$ cat config.mk
export PLATFORM = sky130hd
export DESIGN_NAME = pipe_fetch_ctrl
export DESIGN_NICKNAME = d
export VERILOG_FILES = /design/src/rtl/pipe_pkg.sv /design/src/rtl/perf_counter.sv /design/src/rtl/pipe_fetch_ctrl.sv
export SDC_FILE = /design/constraint.sdc
export NUM_CORES = 1
export LEC_CHECK = 0
export CAP_MARGIN = 20
export CELL_PAD_IN_SITES_DETAIL_PLACEMENT = 1
export CELL_PAD_IN_SITES_GLOBAL_PLACEMENT = 1
export CORE_MARGIN = 4
export CORE_UTILIZATION = 38
export CTS_CLUSTER_DIAMETER = 50
export DETAILED_ROUTE_END_ITERATION = 6
export HOLD_SLACK_MARGIN = 0.12
export PLACE_DENSITY = 0.87
export SYNTH_ARGS = -nofsm -noshare
export SYNTH_HDL_FRONTEND = slang
export SYNTH_SLANG_ARGS = --single-unit
$ cat constraint.sdc
create_clock -name clock -period 9.6 [get_ports clock]
set_input_delay 1.92 -clock clock [delete_from_list [all_inputs] [get_ports clock]]
set_output_delay 1.92 -clock clock [all_outputs]
set_load 0.02 [all_outputs]
$ cat src/rtl/pipe_pkg.sv
// -----------------------------------------------------------------------------
// pipe_pkg
// Shared definitions for the instruction-fetch controller: the FSM state
// encoding, the default reset PC, the default counter width and the
// sequential-PC helper.
// -----------------------------------------------------------------------------
package pipe_pkg;

  typedef enum logic [1:0] {
    ST_IDLE  = 2'd0,  // one cycle after reset release, no fetch request
    ST_FETCH = 2'd1,  // request outstanding at address pc
    ST_HOLD  = 2'd2   // instruction parked in the hold buffer while ID stalls
  } fetch_state_e;

  localparam logic [31:0] PIPE_RESET_PC = 32'h0000_0000;
  localparam int unsigned PIPE_CNT_W    = 32;

  // Address of the following sequential instruction; wraps modulo 2^32.
  function automatic logic [31:0] pc_plus4(input logic [31:0] i_pc);
    return i_pc + 32'd4;
  endfunction

endpackage

$ cat src/rtl/perf_counter.sv
// -----------------------------------------------------------------------------
// perf_counter
// Free-running event counter: increments by one on each enabled clock edge,
// wraps from all-ones to zero, asynchronously cleared.
//
// Ports:
//   i_clk    clock, rising edge
//   i_rst    asynchronous active-high clear
//   i_en     count this cycle
//   o_count  current count (W bits)
// -----------------------------------------------------------------------------
module perf_counter #(
  parameter int unsigned W = 32
) (
  input  logic         i_clk,
  input  logic         i_rst,
  input  logic         i_en,
  output logic [W-1:0] o_count
);

  logic [W-1:0] r_count;

  always_ff @(posedge i_clk or posedge i_rst) begin
    if (i_rst) begin
      r_count <= '0;
    end else if (i_en) begin
      r_count <= r_count + W'(1);
    end
  end

  assign o_count = r_count;

endmodule

$ cat src/rtl/pipe_fetch_ctrl.sv
// -----------------------------------------------------------------------------
// pipe_fetch_ctrl
// IF-stage fetch controller. Issues fetch requests at pc, delivers returned
// instructions into the IF/ID register, and parks one instruction in a hold
// buffer when ID stalls on the same cycle memory returns data.
//
// Ports:
//   clock       single clock, rising edge
//   reset       asynchronous active-high reset
//   stall       ID cannot accept an instruction this cycle
//   npc         next PC chosen by the IF mux
//   imem_ready  instruction memory returns ins_in this cycle
//   ins_in      instruction word from memory
//   pc          current fetch address (registered)
//   imem_req    fetch request at pc
//   ir_valid    one-cycle pulse: ir_ins/ir_pc4 carry a new instruction
//   ir_ins      delivered instruction (registered)
//   ir_pc4      pc+4 of the delivered instruction (registered)
//   fetch_cnt   delivered-instruction count
//   stall_cnt   cycles spent in HOLD
// -----------------------------------------------------------------------------
module pipe_fetch_ctrl
  import pipe_pkg::*;
#(
  parameter logic [31:0] RESET_PC = PIPE_RESET_PC,
  parameter int unsigned CNT_W    = PIPE_CNT_W
) (
  input  logic             clock,
  input  logic             reset,
  input  logic             stall,
  input  logic [31:0]      npc,
  input  logic             imem_ready,
  input  logic [31:0]      ins_in,
  output logic [31:0]      pc,
  output logic             imem_req,
  output logic             ir_valid,
  output logic [31:0]      ir_ins,
  output logic [31:0]      ir_pc4,
  output logic [CNT_W-1:0] fetch_cnt,
  output logic [CNT_W-1:0] stall_cnt
);

  fetch_state_e r_state;
  fetch_state_e w_next_state;

  logic [31:0] r_pc;
  logic        r_ir_valid;
  logic [31:0] r_ir_ins;
  logic [31:0] r_ir_pc4;
  logic [31:0] r_hold_ins;
  logic [31:0] r_hold_pc4;

  logic        w_deliver_fetch;
  logic        w_deliver_hold;
  logic        w_to_hold;
  logic        w_deliver;
  logic [31:0] w_pc4;

  assign w_pc4     = pc_plus4(r_pc);
  assign w_deliver = w_deliver_fetch | w_deliver_hold;

  always_ff @(posedge clock or posedge reset) begin
    if (reset) begin
      r_state <= ST_IDLE;
    end else begin
      r_state <= w_next_state;
    end
  end

  always_comb begin
    w_next_state    = r_state;
    w_deliver_fetch = 1'b0;
    w_deliver_hold  = 1'b0;
    w_to_hold       = 1'b0;
    case (r_state)
      ST_IDLE: begin
        w_next_state = ST_FETCH;
      end
      ST_FETCH: begin
        // stall only matters once memory has actually returned a word
        if (imem_ready) begin
          if (stall) begin
            w_to_hold    = 1'b1;
            w_next_state = ST_HOLD;
          end else begin
            w_deliver_fetch = 1'b1;
          end
        end
      end
      ST_HOLD: begin
        if (!stall) begin
          w_deliver_hold = 1'b1;
          w_next_state   = ST_FETCH;
        end
      end
      default: begin
        w_next_state = ST_IDLE;
      end
    endcase
  end

  always_ff @(posedge clock or posedge reset) begin
    if (reset) begin
      r_pc       <= RESET_PC;
      r_ir_valid <= 1'b0;
      r_ir_ins   <= '0;
      r_ir_pc4   <= '0;
      r_hold_ins <= '0;
      r_hold_pc4 <= '0;
    end else begin
      r_ir_valid <= w_deliver;
      if (w_deliver_fetch) begin
        r_ir_ins <= ins_in;
        r_ir_pc4 <= w_pc4;
      end else if (w_deliver_hold) begin
        r_ir_ins <= r_hold_ins;
        r_ir_pc4 <= r_hold_pc4;
      end
      if (w_deliver) begin
        r_pc <= npc;
      end
      if (w_to_hold) begin
        r_hold_ins <= ins_in;
        r_hold_pc4 <= w_pc4;
      end
    end
  end

  perf_counter #(.W(CNT_W)) u_fetch_cnt (
    .i_clk   (clock),
    .i_rst   (reset),
    .i_en    (w_deliver),
    .o_count (fetch_cnt)
  );

  perf_counter #(.W(CNT_W)) u_stall_cnt (
    .i_clk   (clock),
    .i_rst   (reset),
    .i_en    (r_state == ST_HOLD),
    .o_count (stall_cnt)
  );

  assign pc       = r_pc;
  assign imem_req = (r_state == ST_FETCH);
  assign ir_valid = r_ir_valid;
  assign ir_ins   = r_ir_ins;
  assign ir_pc4   = r_ir_pc4;

endmodule

==> flow_metrics.env, run 1 <==
export IMPL_path_cells="clkdlybuf4s50_1, nand3b_1, buf_4, a21o_4, buf_4, o21ai_0"
export IMPL_wl_um=29570
export IMPL_fin_tns_setup_ns=0
export IMPL_period_share=0.4312
export IMPL_die_w_um=168.9
export IMPL_htree_levels=1
export IMPL_postSynthAreaPerCell_sq_um=10.30
export IMPL_synth_area_sq_mm=0.009839
export IMPL_worst_pin_slew_ns=1.083
export IMPL_drc=0
export IMPL_hold_buffers=0
export IMPL_slew_headroom=0.2783
export IMPL_synth_seq_cells=227
export IMPL_placed_area_sq_mm=0.01239
export IMPL_clkLatencyLatePin_ns=0.53
export IMPL_status="complete, no violations"
export IMPL_whs_ns=0.4808
export IMPL_ctsResizeCount=0
export IMPL_cts_tree="yes"
export IMPL_cts_buffers=30
export IMPL_synth_most_common_cell="dfrtp_1"
export IMPL_grt_pass1_vias=8820
export IMPL_wire_per_inst_um=19.40
export IMPL_ys_flop_type="dfrtp_1"
export IMPL_ys_types=43
export IMPL_yosysTopAreaCell="dfrtp_1"
export IMPL_start_util=0.3885
export IMPL_cts_setup_buffers=0
export IMPL_grt_max_degree=149
export IMPL_hold_viol=0
export IMPL_power_total_mw=3.569
export IMPL_powerDensity_mw_per_mm2=264.9
export IMPL_vias=8020
export IMPL_grt_ovfl_total=0
export IMPL_ant_nets=0
export IMPL_setup_viol=0
export IMPL_synthMuxAreaShare=0.04578
export IMPL_grtUsageTotal=0.2034
export IMPL_grt_pass1_wl_um=47620
export IMPL_synth_compound_area_frac=0.09270
export IMPL_cp_slowest_cell="buf_4"
export IMPL_cp_max_fo=104
export IMPL_path_clk_slew_ns=0.06
export IMPL_die_h_um=168.9
export IMPL_crit_path_max_incr_delay_ns=0.81
export IMPL_drive_above_1_share=0.09053
export IMPL_core_area_sq_mm=0.02533
export IMPL_nets=1243
export IMPL_dieArea_sq_mm=0.02853
export IMPL_critical_path_startpoint_type="input pin"
export IMPL_postSynth_asyncResetShare=1.000
export IMPL_syn_to_final_growth_pct=36.94
export IMPL_slew_violations=0
export IMPL_syn_inst=955
export IMPL_rsz0062_at_grt="no"
export IMPL_worstSetupPathType="in -> reg"
export IMPL_synth_common_cells="dfrtp_1 (227), nand2_1 (198), o21ai_0 (83)"
export IMPL_rows=58
export IMPL_cap_violations=0
export IMPL_crit_top_cell="buf_4"
export IMPL_finClkSkew_ns=0.008169
export IMPL_ir_drop_uv=133.6
export IMPL_yosysWarnings=0
export IMPL_cts_root_buf="clkbuf_16"
export IMPL_ios=230
export IMPL_holdCritPathClass="reg -> reg"
export IMPL_synth_simple_area_share=0.1722
export IMPL_antenna_found_initial=2
export IMPL_arrival_ns=4.48
export IMPL_synth_edff_count=0
export IMPL_final_util=0.5320
export IMPL_yosys_top_cells_area="dfrtp_1 (58%), nand2_1 (7.6%), xnor2_1 (5.8%)"
export IMPL_required_ns=9.94
export IMPL_ys_seq_area_frac=0.5773
export IMPL_final_area_sq_mm=0.01347
export IMPL_period_minus_slack_ns=4.140
export IMPL_first_pass_iters=4
export IMPL_via_per_inst=5.262
export IMPL_io_buffers=229
export IMPL_synth_nets=1026
export IMPL_cts_max_path_buffers=3
export IMPL_synth_xor_area_share=0.07922
export IMPL_synth_top_area_share=0.5773
export IMPL_dpl_hpwl_um=19710
export IMPL_synth_adder_area_share=0.003815
export IMPL_p_leak_nw=5.761
export IMPL_synth_top_family_by_area="simple AND/OR/NAND/NOR gates"
export IMPL_fmax_mhz=241.5
export IMPL_drt_iter0_drc=466
export IMPL_cts_sinks=227
export IMPL_crit_path_end_kind="flip-flop"
export IMPL_globalplace_congestion=0.7746
critical path: cells and delay by family:
kind	cells	cell delay, ns
buffers and inverters	3	1.71
AOI/OAI and AO/OA	2	0.69
and+or+nand+nor	1	0.11
path summary, 6_finish.rpt:
path | start | to | slack, ns | cells past startpoint
max | imem_ready | ir_ins[4] | 5.46 | 6
min | ir_pc4[6] | ir_pc4[6] | 0.48 | 2
max reg2reg | r_state[1] | ir_ins[4] | 6.74 | 5
min reg2reg | ir_pc4[6] | ir_pc4[6] | 0.48 | 2
max in group asynchronous | reset | r_hold_pc4[7] | 6.97 | 3
min in group asynchronous | reset | u_stall_cnt.o_count[24] | 1.72 | 2
cell type report:
type                            count  area (sq um)
Tap cell                          330         412.9
Antenna cell                        1         2.502
Fill cell                        2712         11850
Clock buffer                       39         835.8
Sequential cell                   227          5680
Clock inverter                     14         186.4
Timing Repair Buffer              237          2392
Multi-Input combinational cell    660          3896
Inverter                           16         67.56
per-stage QoR:
step,cells,worst slack (ns)
6_report,1524,5.460
5_1_grt,1524,5.250
4_1_cts,1521,5.479
3_5_place_dp,1468,4.949
3_3_place_gp,1468,5.115
2_1_floorplan,955,1.460
flip-flops by register name, summed over array words and instances, names as in the netlist:
name and count:
ir_valid 1, r_hold_ins 32, pc 32, ir_pc4 32, u_stall_cnt.o_count 32, r_hold_pc4 32
r_state 2, ir_ins 32, u_fetch_cnt.o_count 32
report_power, final:
group | internal (mW) | total, mW | switching, mW
clock network | 0.717 | 1.14 | 0.420
registers | 1.20 | 1.41 | 0.207
logic | 0.474 | 1.02 | 0.546
total | 2.40 | 3.57 | 1.17
layer usage:
metal | vias up | wire length (um) | track usage
li1 | 3713 | - | -
met1 | 4041 | 11850 | 0.2527
met2 | 215 | 15110 | 0.3581
met3 | 49 | 1909 | 0.05068
met4 | 2 | 688 | 0.04728
met5 | - | 13 | 0
logic make-up after synthesis:
kind of cell    count (synthesis)
fa+ha+maj                       3
mux                            40
xor+xnor                       89
buf+inv                        68
flops                         227
simple gates                  364
compound gates                164
placed cells by master, fill, tap and decap left out, types with 4 or more instances in the layout:
master / n
nand3b_1: 5
nor3_1: 20
mux2_2: 40
o21ai_1: 7
nand4_1: 19
xnor2_1: 65
clkinv_2: 4
and3_1: 10
and4_1: 8
clkdlybuf4s50_1: 229
nor4_1: 10
buf_4: 6
clkinvlp_4: 5
or3_1: 6
clkbuf_1: 5
xor2_1: 24
nand3_1: 35
inv_1: 14
a21oi_1: 20
o21ai_0: 83
dfrtp_1: 227
nor2_1: 37
o22ai_1: 38
bufinv_16: 4
clkbuf_16: 31
nand2_1: 197
o211ai_1: 7
No activity file was read; power rests on OpenSTA's default activity.
==> run 2, diff against run 1 <==
CORE_UTILIZATION = 35   (was 38)
PLACE_DENSITY = 0.85   (was 0.87)
clock period = 3.3 ns   (was 9.6 ns; I/O delays follow)
==> flow_metrics.env, run 2 (synthesized netlist as in run 1, its figures left out) <==
export IMPL_status="complete, no violations"
export IMPL_wl_met1_um=12540
export IMPL_cts_sinks=227
export IMPL_placed_area_sq_mm=0.01261
export IMPL_ant_nets=0
export IMPL_power_total_mw=10.45
export IMPL_syn_to_final_growth_pct=39.00
export IMPL_grtUsageTotal=0.1859
export IMPL_cap_violations=0
export IMPL_worstSetupPathType="reg -> reg"
export IMPL_drc=0
export IMPL_worst_pin_slew_ns=0.6368
export IMPL_crit_path_max_incr_delay_ns=0.62
export IMPL_rsz0062_at_grt="no"
export IMPL_nets=1251
export IMPL_rrSetupSlack_ns=0.80
export IMPL_ctsResizeCount=0
export IMPL_globalplace_congestion=0.8134
export IMPL_cts_tree="yes"
export IMPL_core_area_sq_mm=0.02778
export IMPL_cp_slowest_cell="or3_1"
export IMPL_via_per_inst=5.083
export IMPL_grt_ovfl_total=0
export IMPL_antenna_found_initial=1
export IMPL_final_common_cell="clkdlybuf4s50_1"
export IMPL_dpl_hpwl_um=20310
export IMPL_final_area_sq_mm=0.01368
export IMPL_dieArea_sq_mm=0.03086
export IMPL_grt_pass1_wl_um=47570
export IMPL_ir_drop_uv=399.4
export IMPL_crit_path_end_kind="flip-flop"
export IMPL_htree_levels=1
export IMPL_wire_per_inst_um=18.31
export IMPL_path_delay_family="simple AND/OR/NAND/NOR gates"
export IMPL_drt_iter0_drc=469
export IMPL_die_w_um=175.7
export IMPL_required_ns=3.69
export IMPL_p_leak_nw=5.847
export IMPL_top_layer_used="met4"
export IMPL_period_minus_slack_ns=2.501
export IMPL_critPathBufInv=0
export IMPL_io_buffers=229
export IMPL_hold_viol=0
export IMPL_cts_buffers=30
export IMPL_fmax_mhz=399.9
export IMPL_clkLatencyLatePin_ns=0.54
export IMPL_reg2reg_to="ir_pc4[30]"
export IMPL_holdCritPathClass="in -> async"
export IMPL_grt_max_degree=101
export IMPL_wl_um=28990
export IMPL_wl_met3_um=1566
export IMPL_powerDensity_mw_per_mm2=764.4
export IMPL_layout_common_cells="clkdlybuf4s50_1 (229), dfrtp_1 (227), nand2_1 (197), o21ai_0 (83), xnor2_1 (65)"
export IMPL_slew_violations=0
export IMPL_die_h_um=175.7
export IMPL_setup_viol=0
export IMPL_first_pass_iters=4
export IMPL_path_clk_slew_ns=0.06
export IMPL_crit_path_end="ir_pc4[30]"
export IMPL_critical_path_startpoint_type="flip-flop"
export IMPL_slew_headroom=0.5715
export IMPL_route_met2_wl_um=14250
export IMPL_cts_max_path_buffers=3
export IMPL_path_cells="ha_1, nand4_1, or3_1, nor3_1, xnor2_1, o22ai_1"
export IMPL_finClkSkew_ns=0.01142
export IMPL_period_share=0.7577
export IMPL_rows=61
export IMPL_ios=230
export IMPL_arrival_ns=2.89
export IMPL_r2r_cells=6
export IMPL_crit_cells=6
export IMPL_start_util=0.3542
export IMPL_cts_root_buf="clkbuf_16"
export IMPL_hold_buffers=0
export IMPL_setup_worst_path_start="pc[2]"
export IMPL_cp_max_fo=8
export IMPL_cts_setup_buffers=0
export IMPL_drive_above_1_share=0.1005
export IMPL_timing_rr_start="pc[2]"
export IMPL_vias=8047
export IMPL_grt_pass1_vias=8698
[run 2: changes by cell type in the layout (fill, tap and decap cells not counted)]
| cell | previous run | this run |
|---|---|---|
| clkinv_4 | 1 | 4 |
| clkinvlp_4 | 5 | 2 |
| clkinv_2 | 4 | 6 |
| inv_8 | 1 | 0 |
| buf_12 | 0 | 7 |
| clkbuf_1 | 5 | 3 |
| inv_6 | 0 | 3 |
| buf_16 | 2 | 0 |
| clkbuf_8 | 3 | 4 |
| buf_4 | 6 | 9 |
[run 2: area by class of cell]
class                   instances  area (sq um)
diodes                          1         2.502
flip-flops and latches        227          5680
well taps                     378         473.0
inverters                      16         63.81
multi-input cells             660          3896
clock buffers                  38         842.1
repair buffers                245          2500
clock inverters                18         219.0
fillers                      3047         14100
[run 2: metrics by stage]
stage	setup slack, ns	cells	hold WS [ns]	TNS [ns]	utilization
floorplan	-0.3260	955	0.4418	-74.00	-
global placement	0.4778	1526	0.4555	0	0.4540
detailed placement	0.3899	1526	0.4695	0	0.4540
CTS	0.7666	1582	0.4597	0	0.4922
global route	0.5587	1583	0.4797	0	0.4923
finish	0.7995	1583	0.4706	0	0.4923
[run 2: where the power goes]
| group | internal (mW) | total (mW) | switching [mW] |
|---|---|---|---|
| Combinational | 1.40 | 2.97 | 1.57 |
| Sequential | 3.50 | 4.09 | 0.589 |
| Clock | 2.13 | 3.39 | 1.27 |
[run 2: metal layers]
layer | up-vias | global-route usage
met3 | 55 | 0.04090
met5 | - | 0
met1 | 4060 | 0.2384
li1 | 3738 | -
met2 | 194 | 0.3194
met4 | 0 | 0.05068
[run 2: worst min path at each step]
stage,endpoint,cells after the start
2_1_floorplan,r_hold_pc4[28],2
3_3_place_gp,r_hold_pc4[20],2
3_5_place_dp,ir_pc4[7],1
4_1_cts,r_hold_ins[7],2
5_1_grt,r_hold_ins[7],2
6_report,r_hold_ins[7],2
==> run 3, diff against run 2 <==
clock period = 2.2 ns   (was 3.3 ns; I/O delays follow)
==> flow_metrics.env, run 3 (synthesized netlist as in run 1, its figures left out) <==
export IMPL_status="complete, no violations"
export IMPL_via_per_inst=5.067
export IMPL_cts_tree="yes"
export IMPL_dpl_cell_count=1574
export IMPL_critical_path_startpoint_type="flip-flop"
export IMPL_nets=1298
export IMPL_power_total_mw=15.73
export IMPL_ant_nets=0
export IMPL_top_layer_used="met4"
export IMPL_wire_per_inst_um=18.86
export IMPL_final_area_sq_mm=0.01405
export IMPL_core_area_sq_mm=0.02778
export IMPL_grt_ovfl_total=0
export IMPL_period_minus_slack_ns=2.137
export IMPL_setup_viol=0
export IMPL_path_clk_slew_ns=0.06
export IMPL_p_leak_nw=6.061
export IMPL_powerDensity_mw_per_mm2=1120
export IMPL_intPower_mw=10.55
export IMPL_holdCritPathClass="in -> async"
export IMPL_io_buffers=229
export IMPL_cts_max_path_buffers=3
export IMPL_register_area_sq_mm=0.005683
export IMPL_path_cells="clkdlybuf4s50_1"
export IMPL_rsz0062_at_grt="no"
export IMPL_path_delay_family="buffers and inverters"
export IMPL_fin_tns_setup_ns=0
export IMPL_whs_ns=0.2228
export IMPL_die_w_um=175.7
export IMPL_htree_levels=1
export IMPL_cts_sinks=227
export IMPL_drc=0
export IMPL_hold_buffers=0
export IMPL_crit_path_max_incr_delay_ns=0.68
export IMPL_swShare=0.3289
export IMPL_start_util=0.3542
export IMPL_rows=61
export IMPL_finClkSkew_ns=0.01293
export IMPL_die_h_um=175.7
export IMPL_drt_iter0_drc=463
export IMPL_drive_above_1_share=0.1347
export IMPL_cts_setup_buffers=0
export IMPL_setup_ws_ns=0.06313
export IMPL_period_share=0.9713
export IMPL_wl_um=30660
export IMPL_p_sw_mw=5.173
export IMPL_dpl_hpwl_um=22100
export IMPL_hold_viol=0
export IMPL_multi_input_area_sq_mm=0.003908
export IMPL_power_frac_clock=0.310
export IMPL_crit_path_end_kind="primary output"
export IMPL_grt_max_degree=81
export IMPL_wl_met3_um=1692
export IMPL_layout_common_cells="clkdlybuf4s50_1 (228), dfrtp_1 (225), nand2_1 (197), o21ai_0 (83), xnor2_1 (65)"
export IMPL_antenna_found_initial=1
export IMPL_placed_area_sq_mm=0.01304
export IMPL_clkLatencyLatePin_ns=0.54
export IMPL_route_met2_wl_um=15600
export IMPL_required_ns=1.76
export IMPL_wl_met1_um=12660
export IMPL_vias=8239
export IMPL_cts_buffers=29
export IMPL_slew_headroom=0.5002
export IMPL_worstSetupPathType="reg -> out"
export IMPL_first_pass_iters=4
export IMPL_cts_root_buf="clkbuf_16"
export IMPL_grt_pass1_wl_um=50380
export IMPL_syn_to_final_growth_pct=42.75
export IMPL_fmax_mhz=468.0
export IMPL_slew_violations=0
export IMPL_final_common_cell="clkdlybuf4s50_1"
export IMPL_ios=230
export IMPL_grt_pass1_vias=9215
export IMPL_pre_cts_ws_ns=-0.08608
export IMPL_final_cells=1626
export IMPL_globalplace_congestion=0.8247
export IMPL_arrival_ns=1.70
export IMPL_ir_drop_uv=619.6
export IMPL_p_comb_frac=0.300
export IMPL_grtUsageTotal=0.1994
export IMPL_final_util=0.5056
export IMPL_critPathBufInv=1
export IMPL_cp_max_fo=7
export IMPL_cp_slowest_cell="clkdlybuf4s50_1"
export IMPL_dieArea_sq_mm=0.03086
export IMPL_cap_violations=0
export IMPL_num_fill_cells=3059
export IMPL_pwr_share_seq=0.390
export IMPL_worst_pin_slew_ns=0.7497
-- run 3: layer usage --
layer,vias to the layer above,global-route usage
met2,227,0.3500
met4,0,0.05231
li1,3824,-
met3,46,0.03767
met1,4142,0.2541
met5,-,0
-- run 3: path summary, 6_finish.rpt --
check	start	endpoint	slack, ns	cells past startpoint
min in group clock	npc[19]	pc[19]	0.44	3
max in group asynchronous	reset	pc[2]	1.28	3
worst max register to register	pc[3]	ir_pc4[30]	0.14	6
worst min register to register	u_fetch_cnt.o_count[31]	u_fetch_cnt.o_count[31]	0.47	1
worst min-delay path	reset	r_hold_ins[8]	0.22	2
worst max-delay path	pc[17]	pc[17]	0.06	1
-- run 3: repair_timing --
item,CTS,global route
endpoints found under the setup margin,8,10
gates resized for setup,3,2
pin swaps,0,0
-- run 3: layout make-up --
type	instances	area share
Clock inverter	14	0.01345
Multi-Input combinational cell	660	0.2782
Tap cell	378	0.03367
Antenna cell	1	0.0001782
Timing Repair Buffer	293	0.2080
Sequential cell	227	0.4046
Inverter	16	0.004543
Clock buffer	37	0.05737
-- run 3: power by group through the flow --
| stage | combinational, mW | sequential [mW] | clock [mW] |
|---|---|---|---|
| floorplan | 1.50 | 6.82 | 0 |
| global placement | 4.58 | 6.10 | 0 |
| detailed placement | 4.76 | 6.16 | 0 |
| CTS | 4.80 | 6.12 | 5.00 |
| global route | 5.12 | 6.27 | 5.20 |
| finish | 4.72 | 6.13 | 4.88 |
